<file path="src/rtl/xrv1_fetch_buffer_pkg.sv">
// Shared constants for the xrv1 fetch buffer and its static branch scanner.
// Holds the RV32I/RVC opcode encodings the scanner recognises and the default
// queue depth of the fetch buffer.
package xrv1_fetch_buffer_pkg;

   localparam int unsigned IFQ_SIZE_DEFAULT = 3;

   localparam logic [6:0] OPC_JAL    = 7'b1101111;
   localparam logic [6:0] OPC_BRANCH = 7'b1100011;

   localparam logic [1:0] RVC_Q1 = 2'b01;

   localparam logic [2:0] C_F3_JAL  = 3'b001;
   localparam logic [2:0] C_F3_J    = 3'b101;
   localparam logic [2:0] C_F3_BEQZ = 3'b110;
   localparam logic [2:0] C_F3_BNEZ = 3'b111;

   // A halfword starts a 16-bit instruction unless its low two bits are 11.
   function automatic logic is_rvc(input logic [1:0] op);
      return op != 2'b11;
   endfunction

endpackage

</file>
<file path="src/rtl/xrv1_branch_spec.sv">
// Static control-transfer predictor for one instruction.
//   insn   : instruction bits (RVC in [15:0] when rv16=1)
//   pc     : address of that instruction
//   rv16   : 1 = decode as RVC, 0 = decode as 32-bit
//   vld    : a predictable transfer was found (JAL/C.J/C.JAL always,
//            conditional branches only when the offset is negative)
//   target : pc + sign-extended offset, modulo 2^32
module xrv1_branch_spec
   import xrv1_fetch_buffer_pkg::*;
(
   input  logic [31:0] insn,
   input  logic [31:0] pc,
   input  logic        rv16,
   output logic        vld,
   output logic [31:0] target
);

   logic [31:0] imm_j;
   logic [31:0] imm_b;
   logic [31:0] imm_cj;
   logic [31:0] imm_cb;
   logic [31:0] imm;

   assign imm_j  = {{12{insn[31]}}, insn[19:12], insn[20], insn[30:21], 1'b0};
   assign imm_b  = {{20{insn[31]}}, insn[7], insn[30:25], insn[11:8], 1'b0};
   assign imm_cj = {{21{insn[12]}}, insn[8], insn[10:9], insn[6], insn[7],
                    insn[2], insn[11], insn[5:3], 1'b0};
   assign imm_cb = {{24{insn[12]}}, insn[6:5], insn[2], insn[11:10],
                    insn[4:3], 1'b0};

   // The sign bit of the offset doubles as the backward-taken hint.
   always_comb begin
      vld = 1'b0;
      imm = '0;
      if (rv16) begin
         if (insn[1:0] == RVC_Q1) begin
            case (insn[15:13])
               C_F3_J, C_F3_JAL: begin
                  vld = 1'b1;
                  imm = imm_cj;
               end
               C_F3_BEQZ, C_F3_BNEZ: begin
                  vld = insn[12];
                  imm = imm_cb;
               end
               default: ;
            endcase
         end
      end else begin
         case (insn[6:0])
            OPC_JAL: begin
               vld = 1'b1;
               imm = imm_j;
            end
            OPC_BRANCH: begin
               vld = insn[31];
               imm = imm_b;
            end
            default: ;
         endcase
      end
   end

   assign target = pc + imm;

endmodule

</file>
<file path="src/rtl/xrv1_fetch_buffer.sv">
// Instruction fetch buffer: queues IMEM words with their fetch PCs and
// presents one aligned 16/32-bit instruction per cycle to decode. Also scans
// the incoming IMEM word for statically predictable jumps/branches.
//   clk_i, rst_ni        : clock, async active-low reset
//   flush_i              : drop all queued words (redirect)
//   enqueue_i            : push fetch_data_i / fetch_pc_i (dropped when full)
//   dequeue_i            : decode consumed the presented instruction
//   fetch_data_vld_o     : presented instruction is complete
//   fetch_data_o/pc_o    : aligned instruction and its PC
//   empty_o/full_o/almost_full_o : queue occupancy flags
//   spec_pc_vld_o/spec_pc_o      : predicted target for the incoming word
module xrv1_fetch_buffer
   import xrv1_fetch_buffer_pkg::*;
#(
   parameter int unsigned ifq_size_p = IFQ_SIZE_DEFAULT
) (
   input  logic        clk_i,
   input  logic        rst_ni,
   input  logic        flush_i,
   input  logic        enqueue_i,
   input  logic        dequeue_i,
   input  logic [31:0] fetch_data_i,
   input  logic [31:0] fetch_pc_i,
   output logic        fetch_data_vld_o,
   output logic [31:0] fetch_data_o,
   output logic [31:0] fetch_pc_o,
   output logic        empty_o,
   output logic        full_o,
   output logic        almost_full_o,
   output logic        spec_pc_vld_o,
   output logic [31:0] spec_pc_o
);

   localparam int PTR_W = (ifq_size_p > 1) ? $clog2(ifq_size_p) : 1;
   localparam int CNT_W = $clog2(ifq_size_p + 1);
   localparam logic [PTR_W-1:0] PTR_LAST = PTR_W'(ifq_size_p - 1);
   localparam logic [CNT_W-1:0] CNT_FULL = CNT_W'(ifq_size_p);
   localparam logic [CNT_W-1:0] CNT_AF   = CNT_W'(ifq_size_p - 1);

   logic [31:0]      word_q [ifq_size_p];
   logic [31:0]      pc_q   [ifq_size_p];
   logic [PTR_W-1:0] head_q;
   logic [PTR_W-1:0] tail_q;
   logic [CNT_W-1:0] count_q;
   logic             half_q;

   logic [PTR_W-1:0] head_nxt;
   logic [31:0]      w0;
   logic [31:0]      w1;
   logic [31:0]      head_pc;
   logic             h;
   logic             is32;
   logic             push;
   logic             pop;
   logic             take;
   logic             half_d;

   function automatic logic [PTR_W-1:0] ptr_inc(input logic [PTR_W-1:0] p);
      return (p == PTR_LAST) ? '0 : p + PTR_W'(1);
   endfunction

   assign head_nxt = ptr_inc(head_q);
   assign w0       = word_q[head_q];
   assign w1       = word_q[head_nxt];
   assign head_pc  = pc_q[head_q];

   // An unaligned entry PC and a consumed lower half both start at the upper half.
   assign h    = head_pc[1] | half_q;
   assign is32 = h ? !is_rvc(w0[17:16]) : !is_rvc(w0[1:0]);

   always_comb begin
      fetch_data_o     = '0;
      fetch_data_vld_o = 1'b0;
      if (!h) begin
         fetch_data_o     = is32 ? w0 : {16'h0000, w0[15:0]};
         fetch_data_vld_o = (count_q != '0);
      end else begin
         fetch_data_o     = is32 ? {w1[15:0], w0[31:16]} : {16'h0000, w0[31:16]};
         fetch_data_vld_o = is32 ? (count_q >= CNT_W'(2)) : (count_q != '0);
      end
   end

   assign fetch_pc_o    = {head_pc[31:2], h, 1'b0};
   assign empty_o       = (count_q == '0);
   assign full_o        = (count_q == CNT_FULL);
   assign almost_full_o = (count_q == CNT_AF);

   // Only a 16-bit instruction in the lower half leaves the head word in place;
   // a straddling 32-bit instruction leaves the next word half consumed.
   assign take   = dequeue_i & fetch_data_vld_o;
   assign pop    = take & (h | is32);
   assign push   = enqueue_i & ~full_o;
   assign half_d = h ? is32 : ~is32;

   always_ff @(posedge clk_i or negedge rst_ni) begin
      if (!rst_ni) begin
         head_q  <= '0;
         tail_q  <= '0;
         count_q <= '0;
         half_q  <= 1'b0;
      end else if (flush_i) begin
         head_q  <= '0;
         tail_q  <= '0;
         count_q <= '0;
         half_q  <= 1'b0;
      end else begin
         if (push) tail_q <= ptr_inc(tail_q);
         if (pop)  head_q <= head_nxt;
         if (take) half_q <= half_d;
         case ({push, pop})
            2'b10:   count_q <= count_q + CNT_W'(1);
            2'b01:   count_q <= count_q - CNT_W'(1);
            default: ;
         endcase
      end
   end

   always_ff @(posedge clk_i) begin
      if (push && !flush_i) begin
         word_q[tail_q] <= fetch_data_i;
         pc_q[tail_q]   <= fetch_pc_i;
      end
   end

   logic        spec_w_vld;
   logic [31:0] spec_w_pc;
   logic        spec_c_vld;
   logic [31:0] spec_c_pc;

   xrv1_branch_spec u_spec_word (
      .insn   (fetch_data_i),
      .pc     ({fetch_pc_i[31:2], 2'b00}),
      .rv16   (1'b0),
      .vld    (spec_w_vld),
      .target (spec_w_pc)
   );

   xrv1_branch_spec u_spec_half (
      .insn   ({16'h0000, fetch_data_i[31:16]}),
      .pc     ({fetch_pc_i[31:1], 1'b0}),
      .rv16   (1'b1),
      .vld    (spec_c_vld),
      .target (spec_c_pc)
   );

   assign spec_pc_vld_o = fetch_pc_i[1] ? (spec_c_vld & is_rvc(fetch_data_i[17:16]))
                                        : spec_w_vld;
   assign spec_pc_o     = fetch_pc_i[1] ? spec_c_pc : spec_w_pc;

   logic unused_bits;
   assign unused_bits = ^{fetch_pc_i[0], head_pc[0], w1[31:16]};

endmodule

</file>
<file path="config.mk">
export PLATFORM = sky130hd
export DESIGN_NAME = xrv1_fetch_buffer
export DESIGN_NICKNAME = d
export VERILOG_FILES = /design/src/rtl/xrv1_fetch_buffer_pkg.sv /design/src/rtl/xrv1_branch_spec.sv /design/src/rtl/xrv1_fetch_buffer.sv
export SDC_FILE = /design/constraint.sdc
export NUM_CORES = 1
export LEC_CHECK = 0
export BUFFER_PORTS_ARGS = -buffer_cell sky130_fd_sc_hd__buf_4
export CAP_MARGIN = 10
export CORE_MARGIN = 2
export CORE_UTILIZATION = 33
export DETAILED_ROUTE_END_ITERATION = 10
export PLACE_DENSITY = 0.51
export SLEW_MARGIN = 20
export SYNTH_ARGS = -nofsm -noshare
export SYNTH_HDL_FRONTEND = slang
export SYNTH_HIERARCHICAL = 1
export SYNTH_SLANG_ARGS = --single-unit
</file>
<file path="constraint.sdc">
create_clock -name clk_i -period 13.8 [get_ports clk_i]
set_input_delay 0.69 -clock clk_i [delete_from_list [all_inputs] [get_ports clk_i]]
set_output_delay 0.69 -clock clk_i [all_outputs]
set_load 0.05 [all_outputs]
</file>
==> results of run 1 <==
==> state kept, by name, summed over array words and instances, names as in the netlist <==
| signal | flops |
|---|---|
| head_q | 2 |
| word_q | 96 |
| count_q | 2 |
| half_q | 1 |
| tail_q | 2 |
| pc_q | 93 |
==> where the power goes <==
group	internal (uW)	switching, uW	total (uW)
combinational	161	330	491
sequential	674	10.6	684
clock	253	228	481
==> worst reg2reg max path, cell delays in order (launching register included) <==
cell      delay (ns)
dfrtp_4         0.69
buf_4           0.90
mux2i_1         0.19
o21ai_0         0.35
nand3b_1        0.69
nand4_1         0.33
a21oi_1         0.10
==> final timing paths <==
kind / startpoint / endpoint / slack, ns / depth (start not counted)
min in group clk_i: fetch_data_i[27] / word_q[0][27] / 0.47 / 1
max in group asynchronous: rst_ni / head_q[1] / 13.61 / 1
max reg2reg: head_q[0] / half_q / 10.45 / 6
min reg2reg: tail_q[0] / tail_q[0] / 0.66 / 2
max: fetch_data_i[5] / spec_pc_o[31] / 8.20 / 16
min: rst_ni / head_q[0] / 0.05 / 1
==> logic make-up after synthesis <==
| group | count (synthesis) |
|---|---|
| other cells | 2 |
| flops | 196 |
| compound gates | 359 |
| mux | 132 |
| xor+xnor | 56 |
| fa+ha+maj | 62 |
| buf+inv | 73 |
| simple gates | 298 |
==> area by class of cell <==
class / instances / area [sq um]
Tap cell: 511 / 639
Clock inverter: 14 / 150
Inverter: 15 / 56.3
Clock buffer: 17 / 425
Fill cell: 3677 / 22700
Multi-Input combinational cell: 932 / 6450
Timing Repair Buffer: 171 / 1290
Sequential cell: 196 / 5860
==> stage by stage <==
stage               cells  setup WS (ns)  hold WS (ns)  area [sq um]
CTS                  1856           8.19        0.0121         14900
floorplan            1201           7.33         0.394         12600
finish               1856           8.20        0.0470         14900
global placement     1825           8.25         0.515         14300
detailed placement   1825           8.22         0.512         14300
global route         1856           7.83        0.0184         14900
==> Yosys cell counts (4+ instances only) <==
cell type | instances | area (sq um)
buf_4 | 8 | 60.1
mux2_2 | 35 | 394
o21a_1 | 6 | 45.0
nor3b_1 | 4 | 30.0
inv_1 | 15 | 56.3
ha_1 | 60 | 751
o21bai_1 | 12 | 90.1
and3_1 | 7 | 43.8
buf_2 | 17 | 85.1
or3_1 | 4 | 25.0
nand4_1 | 13 | 81.3
o21ai_0 | 79 | 395
o211ai_1 | 6 | 45.0
edfxtp_1 | 189 | 5680
and2_1 | 7 | 43.8
nand2b_1 | 6 | 37.5
a211oi_1 | 4 | 30.0
xor2_1 | 24 | 210
clkbuf_1 | 25 | 93.8
nand2_1 | 111 | 417
nor2b_1 | 11 | 68.8
o22ai_1 | 18 | 113
xnor2_1 | 32 | 280
nand3_1 | 12 | 60.1
a21o_1 | 23 | 173
buf_1 | 5 | 18.8
a21oi_1 | 125 | 626
dfrtp_1 | 7 | 175
nand3b_1 | 4 | 30.0
mux2i_1 | 97 | 971
nor3_1 | 14 | 70.1
a21oi_2 | 4 | 35.0
a22oi_1 | 10 | 75.1
a31oi_1 | 8 | 50.1
a22o_1 | 5 | 43.8
nor2_1 | 94 | 353
==> metal layers <==
layer	up-vias	wire length, um
met3	25	1540
met2	211	16500
met1	4603	16800
li1	4771	-
met4	0	505
met5	-	0
==> run_results.csv, run 1 <==
group,metric,value,unit
global_routing,gr-usage-met3,2.73,%
sta,post-route-period-util,40.6,%
place,hpwlAfterDp,25.9,mm
worst_setup_path,cp_top_family,"compound AO/OA/AOI/OAI gates",
sta,tightestPinTransition,1.08,ns
global_routing,grt_pass1_wl,52.9,mm
clocking,cts_hold_buf,0,
yosys,synth_area,0.0126,sq mm
min_path,hold_path.class,"in -> async",
clocking,cts_setup_buffers,0,
floorplanning,core-area,0.0376,sq mm
power,p_leak,0.00555,uW
sta,slew_headroom,28.3,%
worst_setup_path,critPathBufInv,2,
clocking,cts_resized,0,
route,ant_nets,0,
route,wl_per_cell,19.1,um
yosys,yosys_most_used_dff,"edfxtp_1",
worst_setup_path,path_class,"in -> out",
floorplanning,initial_utilization,33.4,%
route,first_pass_iters,5,
run,maxCapViolCount,0,
clocking,root_buffer,"clkbuf_16",
yosys,synthAdderAreaFrac,6.30,%
route,drc,0,
clocking,htree_levels,4,
cells_and_area,mostFrequentLayoutCells,"189 x edfxtp_1, 170 x buf_4, 125 x a21oi_1",
yosys,synthMuxAreaShare,10.9,%
global_routing,grt-busiest-layer,"met2",
worst_setup_path,slowest_delay,0.64,ns
yosys,async_flop_share,3.57,%
global_routing,grt_util_met1,25.0,%
cells_and_area,nets,1464,
worst_setup_path,cp_max_fo,14,
sta,final-setup-viol-count,0,
worst_setup_path,critPathCaptureType,"output port",
yosys,ys_warn_count,6,
power,total_power,1660,uW
yosys,synth.ff_latch_count,196,
clocking,cts_buffer_depth,2,
floorplanning,rows,71,
place,io_buffers,166,
run_status,status,"finished, final reports clean",
global_routing,antenna_found_initial,0,
yosys,synth_top_family_by_area,"compound AO/OA/AOI/OAI gates",
sta,final.setup.tns,0,ns
cells_and_area,insertedDiodeCount,0,
power,power.density,111,mW/mm^2
clocking,cts_tree,"built",
worst_setup_path,cp.required,13.11,ns
sta,fin_skew,0.00773,ns
clocking,clkLatencyLatePin,0.44,ns
power,ir_drop,0.0000869,V
clocking,cts_buffers,17,
sta,final-hold-violation-count,0,
global_routing,grt_max_degree,120,
yosys,yosys.area_share.simple,10.9,%
clocking,clk_pin_slew_worst_paths,0.07,ns
worst_setup_path,startpoint_type,"primary input",
cells_and_area,area_growth,18.5,%
worst_setup_path,crit_top_cell,"buf_4",
sta,post-route-min-period,5.60,ns
route,drt-initial-drc-count,465,
route,dr_total_vias,9610,
global_routing,grt.total_usage,17.9,%
yosys,synth_cells,1178,
worst_setup_path,arrival,4.91,ns
floorplanning,die_w,199,um
yosys,synth_cell_types,84,
floorplanning,dieArea,0.0396,sq mm
sta,max_freq,0.179,GHz
yosys,synth-compound-area-share,18.5,%
cells_and_area,drive_gt1_share,20.1,%
yosys,synth_edf_count,189,
worst_setup_path,path_cells,"buf_4 -> nor2b_1 -> nand4_1 -> nor2_1 -> a22oi_1 -> o21ai_0 -> fa_1 -> a211oi_1 -> o21bai_1 -> o21a_1 -> a21oi_2 -> o311ai_1 -> o31a_1 -> o211ai_1 -> mux2_2 -> buf_4",
place,gp_congestion,0.875,
global_routing,grt-ovfl-total,0,
global_routing,grt_use_met2,28.9,%
global_routing,grt_pass1_vias,8849,
yosys,yosys.area_share.xor_xnor,3.91,%
worst_setup_path,cp_slowest_cell,"nor2_1",
sta,rsz0062_at_grt,"no",
route,totalWireLength,35.4,mm
yosys,synth_seq_area_share,46.6,%
route,via_per_inst,5.18,
cells_and_area,final_common_cell,"edfxtp_1",
cells_and_area,post-route-util,39.6,%
floorplanning,pin_count,170,
sta,drv_slew,0,
floorplanning,die_h,199,um
yosys,avgSynthCellArea,10.7,sq um
clocking,cts.sinks,196,
No activity file was read; power rests on OpenSTA's default activity.
==> run 2, diff against run 1 <==
Settings changed: PLACE_DENSITY 0.51 to 0.52.
Clock period 13.8 ns to 4.9 ns, I/O delays scaled along.
==> run_results.csv, run 2 (synthesis gave the netlist of run 1 again) <==
group,metric,value,unit
power,ir_drop,0.000238,V
worst_setup_path,critPathCaptureType,"output port",
worst_setup_path,arrival,4.08,ns
global_routing,grt-ovfl-total,0,
worst_setup_path,r2r-end,"half_q",
clocking,clk_pin_slew_worst_paths,0.09,ns
worst_setup_path,reg2reg_slack,2.13,ns
global_routing,grt.total_usage,18.0,%
cells_and_area,nets,1470,
min_path,whs_path_depth,1,
cells_and_area,final_common_cell,"edfxtp_1",
clocking,cts_buffer_depth,2,
sta,rsz0062_at_grt,"no",
worst_setup_path,worstReg2RegStart,"head_q[1]",
cells_and_area,insertedDiodeCount,0,
sta,max_freq,0.231,GHz
cells_and_area,largest_reg_flops,96,
global_routing,antenna_found_initial,0,
sta,final.setup.tns,0,ns
worst_setup_path,startpoint_type,"primary input",
cells_and_area,n_fill_cell,3724,
sta,tightestPinTransition,1.07,ns
route,first_pass_iters,5,
floorplanning,pin_count,170,
clocking,clkLatencyLatePin,0.44,ns
global_routing,grt_max_degree,67,
power,power.density,323,mW/mm^2
clocking,root_buffer,"clkbuf_16",
cells_and_area,drive_gt1_share,20.5,%
sta,whs,0.0274,ns
place,hpwlAfterDp,26.2,mm
sta,slew_headroom,29.0,%
min_path,hold_path.class,"in -> reg",
cells_and_area,largest_registers,"word_q (96), pc_q (93)",
sta,post-route-min-period,4.32,ns
global_routing,grt_pass1_vias,9031,
route,via_per_inst,5.16,
min_path,hold_end,"pc_q[0][4]",
cells_and_area,regMostFlops,"word_q",
cells_and_area,mostFrequentLayoutCells,"189 x edfxtp_1, 175 x buf_4, 125 x a21oi_1",
worst_setup_path,cp_max_fo,9,
route,wl_per_cell,19.1,um
run,maxCapViolCount,0,
cells_and_area,post-route-util,40.0,%
global_routing,grt_util_met1,25.4,%
run_status,status,"finished, final reports clean",
worst_setup_path,path_class,"in -> out",
sta,fin_skew,0.0136,ns
sta,post-route-period-util,88.2,%
sta,drv_slew,0,
worst_setup_path,reg2reg_depth,6,
worst_setup_path,cp.required,4.66,ns
clocking,htree_levels,4,
route,dr_total_vias,9609,
cells_and_area,area_growth,19.7,%
route,drt-initial-drc-count,557,
clocking,cts_tree,"built",
sta,final-hold-violation-count,0,
floorplanning,rows,71,
place,gp_congestion,0.854,
global_routing,gr-usage-met3,2.27,%
cells_and_area,stdcell_area,0.0150,sq mm
global_routing,grt-busiest-layer,"met2",
route,ant_nets,0,
global_routing,grt_pass1_wl,54.1,mm
power,p_leak,0.00562,uW
min_path,min_from,"fetch_pc_i[4]",
place,io_buffers,166,
floorplanning,initial_utilization,33.4,%
clocking,cts_buffers,17,
route,totalWireLength,35.6,mm
global_routing,grt_use_met2,29.3,%
floorplanning,core-area,0.0376,sq mm
sta,final-setup-viol-count,0,
floorplanning,die_h,199,um
clocking,cts.sinks,196,
floorplanning,dieArea,0.0396,sq mm
route,drc,0,
place,place_area,0.0143,sq mm
floorplanning,die_w,199,um
-- run 2: changes by cell type in the layout (fill, tap and decap cells not counted), moves of 2 or more --
cell and change:
buf_4 +5, clkinv_2 -2, clkinv_4 -2, clkinv_8 +3, inv_12 +3, inv_6 -2
inv_8 +2
-- run 2: routing by layer --
layer	vias to the layer above	wire (um)
met2	179	16800
met5	-	0
met1	4628	17100
li1	4780	-
met3	22	1260
met4	0	431
-- run 2: worst max path at each step --
stage,startpoint,endpoint,slack [ns],depth (start not counted)
CTS,fetch_data_i[3],spec_pc_o[30],0.51,14
detailed placement,fetch_data_i[3],spec_pc_o[30],0.51,14
global placement,fetch_data_i[3],spec_pc_o[30],0.56,14
finish,fetch_data_i[29],spec_pc_o[27],0.58,16
floorplan,count_q[0],pc_q[1][10],-1.57,4
global route,fetch_data_i[29],spec_pc_o[27],0.12,16
-- run 2: worst max-delay path: stages --
cell and delay, ns:
buf_4 0.14, nor2b_1 0.23, a21oi_1 0.09, nor4bb_1 0.39, nor2b_1 0.23, a21oi_1 0.17, ha_1 0.36, a21oi_4 0.22
o211ai_1 0.11, a21boi_4 0.16, a221o_1 0.44, a21o_2 0.23, a2111oi_0 0.44, a311oi_1 0.12, mux2_2 0.30, buf_4 0.19
-- run 2: area by class of cell --
class	instances	area (sq um)	share of cell area [%]
Multi-Input combinational cell	932	6450	43.0
Inverter	15	56.3	0.375
Clock buffer	17	425	2.83
Sequential cell	196	5860	39.0
Clock inverter	15	244	1.62
Tap cell	511	639	4.26
Timing Repair Buffer	177	1340	8.95
-- run 2: power breakdown --
part | internal, uW | leakage (uW) | switching [uW] | total, uW
sequential | 1900 | 0.00181 | 30.0 | 1930
clock | 809 | 0.000322 | 725 | 1530
combinational | 456 | 0.00349 | 930 | 1390
total | 3160 | 0.00562 | 1690 | 4850
-- run 2: timing repair --
action,4_1_cts,5_1_grt
gates resized for setup,0,0
hold buffers,1,0
setup buffers,0,0
endpoints found under the hold margin,7,0
setup endpoints to repair,0,0
-- run 2: metrics by stage --
stage | setup WS, ns | cells | total power (uW)
2_1_floorplan | -1.57 | 1201 | 2930
3_3_place_gp | 0.563 | 1830 | 3350
3_5_place_dp | 0.512 | 1830 | 3360
4_1_cts | 0.506 | 1863 | 4900
5_1_grt | 0.125 | 1863 | 5050
6_report | 0.576 | 1863 | 4850
